File: src/rtl/stopwatch_ctrl_if.sv
// Panel-side bundle of the stopwatch controller: mode/button inputs, live time,
// command pulses and the display/status outputs.
interface stopwatch_ctrl_if;
  logic       Control;
  logic       Btn_SS;
  logic       Btn_LR;
  logic [3:0] Hours_S;
  logic [5:0] Mins_S;
  logic [5:0] Secs_S;
  logic [9:0] MSecs_S;
  logic       Start_S;
  logic       Stop_S;
  logic       Reset_S;
  logic [3:0] Disp_Hours;
  logic [5:0] Disp_Mins;
  logic [5:0] Disp_Secs;
  logic [9:0] Disp_MSecs;
  logic       Lap_Active;
  logic [1:0] State;

  modport master (
    output Control, Btn_SS, Btn_LR, Hours_S, Mins_S, Secs_S, MSecs_S,
    input  Start_S, Stop_S, Reset_S, Disp_Hours, Disp_Mins, Disp_Secs,
           Disp_MSecs, Lap_Active, State
  );

  modport slave (
    input  Control, Btn_SS, Btn_LR, Hours_S, Mins_S, Secs_S, MSecs_S,
    output Start_S, Stop_S, Reset_S, Disp_Hours, Disp_Mins, Disp_Secs,
           Disp_MSecs, Lap_Active, State
  );
endinterface

File: src/rtl/stopwatch_ctrl.sv
// Stopwatch button/mode controller: debounces start/stop and lap/reset buttons,
// sequences the counter with one-cycle commands and freezes the display on a lap.
module stopwatch_ctrl #(
  parameter int DEBOUNCE_MS = 20
) (
  input  logic           Clock_1MSec,
  input  logic           Reset,
  stopwatch_ctrl_if.slave sw
);

  typedef enum logic [1:0] {
    IDLE = 2'b00,
    RUN  = 2'b01,
    LAP  = 2'b10,
    STOP = 2'b11
  } state_t;

  localparam logic [7:0] DB_LIM = 8'(DEBOUNCE_MS);

  // bit 0 = start/stop button, bit 1 = lap/reset button
  logic [1:0] btn_raw;
  logic [1:0] sync_p0;
  logic [1:0] sync_p1;
  logic [1:0] deb_p2;
  logic [1:0] prev_p3;
  logic [7:0] db_cnt [2];

  logic [1:0] press;
  logic       ss_ev;
  logic       lr_ev;

  state_t     state;
  logic       cmd_start;
  logic       cmd_stop;
  logic       cmd_clear;
  logic       lap_active;
  logic [3:0] lap_hours;
  logic [5:0] lap_mins;
  logic [5:0] lap_secs;
  logic [9:0] lap_msecs;

  assign btn_raw = {sw.Btn_LR, sw.Btn_SS};

  // Stage p0/p1: synchronizer; p2: debounced level; p3: previous debounced level
  always_ff @(posedge Clock_1MSec or posedge Reset) begin
    if (Reset) begin
      sync_p0   <= '0;
      sync_p1   <= '0;
      deb_p2    <= '0;
      prev_p3   <= '0;
      db_cnt[0] <= '0;
      db_cnt[1] <= '0;
    end else begin
      sync_p0 <= btn_raw;
      sync_p1 <= sync_p0;
      prev_p3 <= deb_p2;
      for (int b = 0; b < 2; b++) begin
        // Any cycle agreeing with the accepted level restarts the hold count
        if (sync_p1[b] == deb_p2[b]) begin
          db_cnt[b] <= '0;
        end else if (db_cnt[b] == DB_LIM) begin
          deb_p2[b] <= ~deb_p2[b];
          db_cnt[b] <= '0;
        end else begin
          db_cnt[b] <= db_cnt[b] + 8'd1;
        end
      end
    end
  end

  assign press = deb_p2 & ~prev_p3;
  assign ss_ev = press[0] & sw.Control;
  assign lr_ev = press[1] & sw.Control & ~press[0];

  // Stage p4: mode FSM with registered command pulses and lap capture
  always_ff @(posedge Clock_1MSec or posedge Reset) begin
    if (Reset) begin
      state      <= IDLE;
      cmd_start  <= 1'b0;
      cmd_stop   <= 1'b0;
      cmd_clear  <= 1'b0;
      lap_active <= 1'b0;
      lap_hours  <= '0;
      lap_mins   <= '0;
      lap_secs   <= '0;
      lap_msecs  <= '0;
    end else begin
      cmd_start <= 1'b0;
      cmd_stop  <= 1'b0;
      cmd_clear <= 1'b0;
      if (ss_ev) begin
        case (state)
          RUN, LAP: begin
            cmd_stop   <= 1'b1;
            state      <= STOP;
            lap_active <= 1'b0;
          end
          default: begin
            cmd_start  <= 1'b1;
            state      <= RUN;
            lap_active <= 1'b0;
          end
        endcase
      end else if (lr_ev) begin
        case (state)
          IDLE: begin
            cmd_clear <= 1'b1;
            lap_hours <= '0;
            lap_mins  <= '0;
            lap_secs  <= '0;
            lap_msecs <= '0;
          end
          RUN: begin
            lap_hours  <= sw.Hours_S;
            lap_mins   <= sw.Mins_S;
            lap_secs   <= sw.Secs_S;
            lap_msecs  <= sw.MSecs_S;
            state      <= LAP;
            lap_active <= 1'b1;
          end
          LAP: begin
            state      <= RUN;
            lap_active <= 1'b0;
          end
          default: begin
            cmd_clear  <= 1'b1;
            lap_hours  <= '0;
            lap_mins   <= '0;
            lap_secs   <= '0;
            lap_msecs  <= '0;
            state      <= IDLE;
            lap_active <= 1'b0;
          end
        endcase
      end
    end
  end

  assign sw.Start_S    = cmd_start;
  assign sw.Stop_S     = cmd_stop;
  assign sw.Reset_S    = cmd_clear;
  assign sw.Lap_Active = lap_active;
  assign sw.State      = state;

  // Display is a live pass-through except while frozen on a lap
  assign sw.Disp_Hours = lap_active ? lap_hours : sw.Hours_S;
  assign sw.Disp_Mins  = lap_active ? lap_mins  : sw.Mins_S;
  assign sw.Disp_Secs  = lap_active ? lap_secs  : sw.Secs_S;
  assign sw.Disp_MSecs = lap_active ? lap_msecs : sw.MSecs_S;

endmodule

File: src/flat_wrapper.sv
// flat-port wrapper written by rule: the top's interface ports become plain ports
module stopwatch_ctrl_flat 
#(
  parameter int DEBOUNCE_MS = 20
)
  (Clock_1MSec, Reset, sw_Control, sw_Btn_SS, sw_Btn_LR, sw_Hours_S, sw_Mins_S, sw_Secs_S, sw_MSecs_S, sw_Start_S, sw_Stop_S, sw_Reset_S, sw_Disp_Hours, sw_Disp_Mins, sw_Disp_Secs, sw_Disp_MSecs, sw_Lap_Active, sw_State);
  stopwatch_ctrl_if sw_i ();
  input  logic Clock_1MSec;
  input  logic Reset;
  input wire logic [$bits(sw_i.Control)-1:0] sw_Control;
  input wire logic [$bits(sw_i.Btn_SS)-1:0] sw_Btn_SS;
  input wire logic [$bits(sw_i.Btn_LR)-1:0] sw_Btn_LR;
  input wire logic [$bits(sw_i.Hours_S)-1:0] sw_Hours_S;
  input wire logic [$bits(sw_i.Mins_S)-1:0] sw_Mins_S;
  input wire logic [$bits(sw_i.Secs_S)-1:0] sw_Secs_S;
  input wire logic [$bits(sw_i.MSecs_S)-1:0] sw_MSecs_S;
  output wire logic [$bits(sw_i.Start_S)-1:0] sw_Start_S;
  output wire logic [$bits(sw_i.Stop_S)-1:0] sw_Stop_S;
  output wire logic [$bits(sw_i.Reset_S)-1:0] sw_Reset_S;
  output wire logic [$bits(sw_i.Disp_Hours)-1:0] sw_Disp_Hours;
  output wire logic [$bits(sw_i.Disp_Mins)-1:0] sw_Disp_Mins;
  output wire logic [$bits(sw_i.Disp_Secs)-1:0] sw_Disp_Secs;
  output wire logic [$bits(sw_i.Disp_MSecs)-1:0] sw_Disp_MSecs;
  output wire logic [$bits(sw_i.Lap_Active)-1:0] sw_Lap_Active;
  output wire logic [$bits(sw_i.State)-1:0] sw_State;
  assign sw_i.Control = sw_Control;
  assign sw_i.Btn_SS = sw_Btn_SS;
  assign sw_i.Btn_LR = sw_Btn_LR;
  assign sw_i.Hours_S = sw_Hours_S;
  assign sw_i.Mins_S = sw_Mins_S;
  assign sw_i.Secs_S = sw_Secs_S;
  assign sw_i.MSecs_S = sw_MSecs_S;
  assign sw_Start_S = sw_i.Start_S;
  assign sw_Stop_S = sw_i.Stop_S;
  assign sw_Reset_S = sw_i.Reset_S;
  assign sw_Disp_Hours = sw_i.Disp_Hours;
  assign sw_Disp_Mins = sw_i.Disp_Mins;
  assign sw_Disp_Secs = sw_i.Disp_Secs;
  assign sw_Disp_MSecs = sw_i.Disp_MSecs;
  assign sw_Lap_Active = sw_i.Lap_Active;
  assign sw_State = sw_i.State;
  stopwatch_ctrl #(.DEBOUNCE_MS(DEBOUNCE_MS)) u_core (.Clock_1MSec(Clock_1MSec), .Reset(Reset), .sw(sw_i));
endmodule
File: config.mk
export PLATFORM = sky130hd
export DESIGN_NAME = stopwatch_ctrl_flat
export DESIGN_NICKNAME = d
export VERILOG_FILES = /design/src/rtl/stopwatch_ctrl_if.sv /design/src/rtl/stopwatch_ctrl.sv /design/src/flat_wrapper.sv
export SDC_FILE = /design/constraint.sdc
export NUM_CORES = 1
export LEC_CHECK = 0
export CAP_MARGIN = 20
export CORE_MARGIN = 5
export CORE_UTILIZATION = 55
export DETAILED_ROUTE_END_ITERATION = 12
export PLACE_DENSITY = 0.86
export SYNTH_ARGS = -nofsm -noshare
export SYNTH_HDL_FRONTEND = slang
export SYNTH_SLANG_ARGS = --single-unit
File: constraint.sdc
create_clock -name Clock_1MSec -period 4.2 [get_ports Clock_1MSec]
set_input_delay 0.63 -clock Clock_1MSec [delete_from_list [all_inputs] [get_ports Clock_1MSec]]
set_output_delay 0.63 -clock Clock_1MSec [all_outputs]
set_load 0.02 [all_outputs]
; ---- After elaboration in Yosys (flattened, before gate mapping)
; Index checks and enable logic that the tools add are counted.
; W data, S select, Z words.
[classes]
add_sub_neg = 2
n_eq_ne = 7
muxes = 25
bitwise_logic = 12
n_reduce_logical = 7
[op_table]
columns = op, n
row1 = $mux W8, 4
row2 = $pmux W6 S2, 2
row3 = $pmux W10 S2, 1
row4 = $add A8 B1 Y8 const B, 2
row5 = $eq A8 B5 Y1 const B, 2
row6 = $mux W6, 2
row7 = $mux W10, 1
row8 = $mux W1, 8
row9 = $pmux W4 S2, 1
row10 = $not A1 Y1, 7
row11 = $mux W2, 3
row12 = $pmux W2 S3, 1
row13 = $reduce_and A2 Y1, 3
row14 = $mux W4, 1
row15 = $and A1 B1 Y1, 3
row16 = $reduce_and A3 Y1, 1
row17 = $and A2 B2 Y2, 1
row18 = $eq A1 B1 Y1, 2
row19 = $eq A2 B1 Y1 const B, 1
row20 = $eq A2 B2 Y1 const B, 1
row21 = $logic_not A2 Y1, 1
row22 = $ne A2 B1 Y1 const B, 1
row23 = $not A2 Y2, 1
row24 = $pmux W1 S2, 1
row25 = 2 further kinds, 2
[word_totals]
regBits = 56
input_bits = 31
output_inout_bits = 32
wordCells = 69

; ---- Longest topological paths before layout
[logic_depth]
depth_word = 6
depth_mapped = 7
ltp_nobuf = 5

; ---- Worst setup path before layout
; No wires, ideal clock.
[synth_timing]
path_kind = register to output
startpoint = reg u_core.lap_active, in the netlist u_core.sw.Lap_Active
endpoint = out sw_Disp_MSecs[3]
arrival_time_ps = 1285
slack_ps = 2285
stages_incl_launch_ff = 4
n_path_buf = 2
path_cell_list = dfrtp_1 > buf_2 > buf_2 > mux2_2
[synth_via]
elab_chain_cells = 1
[synth_lines]
columns = item, line
row1 = "start, declared", stopwatch_ctrl.sv:36  ; logic lap_active;
row2 = "start signal, assigned", stopwatch_ctrl.sv:82  ; lap_active <= 1'b0;
row3 = "start signal, assigned", stopwatch_ctrl.sv:96  ; lap_active <= 1'b0;
row4 = "start signal, assigned", stopwatch_ctrl.sv:101  ; lap_active <= 1'b0;
row5 = $mux W10, stopwatch_ctrl.sv:149  ; assign sw.Disp_MSecs = lap_active ? lap_msecs : sw.MSecs_S;
row6 = "end, declared", flat_wrapper.sv:23  ; output wire logic [$bits(sw_i.Disp_MSecs)-1:0] sw_Disp_MSecs;
; Every way passes these cells.

; ---- Worst setup path in the final report
[layout_timing]
startpoint = reg u_core.lap_active, in the netlist u_core.sw.Lap_Active
endpoint = out sw_Disp_MSecs[7]
; Same word-level chain as after synthesis.

==> metrics.md <==
| Metric | Value |
|---|---|
| Critical path, cell by cell | `buf_16 > mux2_2 > clkdlybuf4s50_1` |
| Element type at the critical path end | `output pin` |
| Number of global-route vias before repair | `2184` |
| Insertion delay of the later-clocked pin in the worst-skew pair | `310 ps` |
| Cells taking the most area after synthesis | `dfrtp_1 (48%), mux2_2 (10%), mux2i_1 (9.0%)` |
| Number of sinks on the clock net | `56` |
| Largest family of logic cells by synthesized area | `multiplexers` |
| Number of enable flip-flop cells after synthesis | `0` |
| Element type at the critical path start | `flip-flop` |
| Synth Area in Adders | `3.02%` |
| Layout overhead on the synthesized area | `27.8%` |
| Total inserted antenna cells | `0` |
| Slowest stage delay, CP | `560 ps` |
| Leading cell type in the layout, fill and taps excluded | `clkdlybuf4s50_1` |
| Register area share after synthesis | `48.3%` |
| Combined buffer and inverter count along the critical path | `2` |
| Pin count of the biggest net entering global routing | `54` |
| Placed instance count | `392` |
| Fraction of the core area covered by cells at the end of the flow | `72.5%` |
| Number of nets still failing antenna checks after routing | `0` |
| Mux cell area share after synthesis | `19.9%` |
| Worst clock skew on the final layout | `10.4 ps` |
| Class of the tightest hold or removal check | `flip-flop to flip-flop` |
| Power density cells | `249 mW/mm2` |
| Buffer depth of the longest clock path | `2` |
| Post-detail-place hpwl | `4130 um` |
| 1st-pass router iterations | `4` |
| Layout Cells excl Fill | `403` |
| Vert. Die Dim | `82.6 um` |
| H-tree level count | `2` |
| CTS root buffer | `clkbuf_8` |
| # hold bufs at CTS | `0` |
| Shortest period the worst path allows | `2590 ps` |
| Post-synthesis share of cell area spent on and, or, nand and nor gates | `12.9%` |
| Remaining max-slew budget at the tightest pin | `57.1%` |
| Number of gates resized after cts | `0` |
| CTS tree | `built` |
| Worst hold slack after final layout | `357 ps` |
| Post-route fraction of the period consumed by the critical path | `61.8%` |
| Run status | `finished clean` |
| Placeable core area | `0.00511 mm2` |
| Antenna violations before repair | `0` |
| Count of nets after finishing | `370` |
| Starting utilization of the core area | `56.8%` |
| Post-detailed-routing wire length | `6180 um` |
| I/O Pins | `63` |
| Top cell type's share of synthesized area | `48.3%` |
| Post-route met1 wirelength | `2560 um` |
| Detailed-route wire length per cell | `15.3 um` |
| Uppermost layer routed | `met4` |
| DRC errors left | `0` |
| Overall power after layout | `0.922 mW` |
| Static leakage | `1.56 nW` |
| Post-detailed-route via-to-cell ratio | `5.32` |
| Clock buffer count from CTS | `5` |
| Post-synthesis area per instance | `10.8 um2` |
| Overflow left after global routing | `0` |
| Slew at the pin closest to its max-slew limit | `637 ps` |
| Clock transition at the register clock pins on the worst setup and hold paths after CTS | `100 ps` |
| Final weighted congestion in routability-driven placement | `0.800` |
| Gate count after technology mapping | `268` |
| Cell with the largest stage delay on the worst path | `clkdlybuf4s50_1` |
| Placed cell area | `0.00354 mm2` |
| Die footprint | `0.00682 mm2` |
| Share of synthesized flip-flops with an asynchronous set or reset | `100%` |
| Post-synthesis compound-gate area fraction | `6.17%` |
| Worst-path fanout max | `24` |
| Ratio of cells with drive above 1 in the final layout | `12.9%` |
| Total count of max-transition violations in the final report | `0` |
| Final sum of negative setup slack | `0 ps` |
| Netlist area before placement | `0.00290 mm2` |
| Count of vias placed by the detailed router | `2143` |
| Setup Buffers After CTS | `0` |
| Worst IR Drop VDD | `215 uV` |
| Met3 Routed Length | `297 um` |
| Cell class contributing the biggest share of worst-path delay | `buffers and inverters` |
| Detailed router's first-iteration violation count | `147` |
| Setup slack at placement | `1500 ps` |
| Number of max-capacitance violations reported | `0` |
| Number of I/O port buffers | `62` |
| Fin area | `0.00370 mm2` |
| Met2 routed WL | `3230 um` |
| Final hold viol count | `0` |
| Unrepaired setup endpoints after global routing | `false` |
| Horiz. Die Dim | `82.6 um` |
| Net Count, Synth | `306` |
| GRT Util Overall | `18.6%` |
| Register bit count reported by yosys | `56` |
| Most used flip-flop cell after synthesis | `dfrtp_1` |
| Post-synth top area cell | `dfrtp_1` |
| Max Freq | `386 MHz` |
| Category of the most critical setup path | `flip-flop to output pin` |
| Critical Path RT | `3570 ps` |
| Data arrival time of the worst path | `1960 ps` |
| Final number of setup-violating endpoints | `0` |
| Commonest non-fill, non-tap cells in the layout | `clkdlybuf4s50_1 (62), dfrtp_1 (56), inv_1 (38), nand2_1 (32)` |
| Number of warnings reported in the yosys synthesis log | `0` |
| Fillers | `348` |
| # rows | `26` |
| Final setup slack of the worst path | `1610 ps` |
| Wire length of the first global-routing pass | `9690 um` |
| XOR/XNOR Fraction of Synth Area | `1.81%` |
| Post-synth cell types | `37` |
==> flip-flops by register name, summed over array words and instances, names as in the netlist <==
name / cells
u_core.db_cnt: 16
u_core.lap_msecs: 10
u_core.lap_mins: 6
u_core.lap_secs: 6
u_core.lap_hours: 4
u_core.deb_p2: 2
u_core.prev_p3: 2
u_core.sw.State: 2
u_core.sync_p0: 2
u_core.sync_p1: 2
u_core.sw.Lap_Active: 1
u_core.sw.Reset_S: 1
u_core.sw.Start_S: 1
u_core.sw.Stop_S: 1
==> path summary, 6_finish.rpt <==
path,from,endpoint,depth (start not counted),slack (ps)
worst max register to register,u_core.sw.State[0],u_core.lap_msecs[5],6,2220
worst max-delay path,u_core.sw.Lap_Active,sw_Disp_MSecs[7],3,1610
worst min register to register,u_core.sync_p0[1],u_core.sync_p1[1],0,360
max in group asynchronous,Reset,u_core.db_cnt[8],4,3060
worst min-delay path,u_core.sync_p0[1],u_core.sync_p1[1],0,360
min in group asynchronous,Reset,u_core.lap_msecs[8],2,530
==> worst reg2reg max path, cell delays in order, from the launching register on <==
cell and delay (ps):
dfrtp_1 410, inv_1 80, ha_1 190, nand2b_2 200, nor4b_4 250, buf_4 440, mux2i_1 320
==> cell usage after synthesis (2+ instances only) <==
cell type   n
and4b_1     2
nor4_1      2
mux2i_1    26
a31oi_1     2
nand3_1     7
o21ai_0    10
dfrtp_1    56
or2b_1      2
nand2_1    32
nand4_1     3
mux2_2     26
mux2_1      2
clkbuf_1    3
or3_1       6
a21oi_1     8
inv_1      39
xor2_1      4
buf_2       4
nor2_1      8
xnor2_1     2
buf_12      2
ha_1        7
==> where the power goes <==
group	internal [mW]	leakage, nW	total [mW]	switching (mW)
combinational	0.0371	0.895	0.0675	0.0304
sequential	0.545	0.622	0.554	0.00866
clock	0.135	0.0455	0.301	0.166
==> cells by family (layout without fill, tap and decap cells) <==
group / after synthesis / in the layout
xor gates and xnor gates: 6 / 6
DFF: 56 / 56
buffers and inverters: 49 / 114
muxes: 54 / 54
AOI/OAI and AO/OA: 26 / 26
and+or+nand+nor: 70 / 70
adders and majority gates: 7 / 7
==> area by class of cell <==
class / instances / area [um2] / area share (%)
inverters: 39 / 146 / 3.95
repair buffers: 67 / 711 / 19.2
multi-input cells: 163 / 1270 / 34.2
well taps: 70 / 87.6 / 2.36
flip-flops and latches: 56 / 1400 / 37.8
clock buffers: 8 / 90.1 / 2.43
==> metal layers <==
layer  GRT usage (%)  vias to the layer above
met2            32.2                       61
li1                -                     1026
met1            23.4                     1046
met5               0                        -
met4            5.39                        0
met3            4.12                       10
No activity file was read; power rests on OpenSTA's default activity.
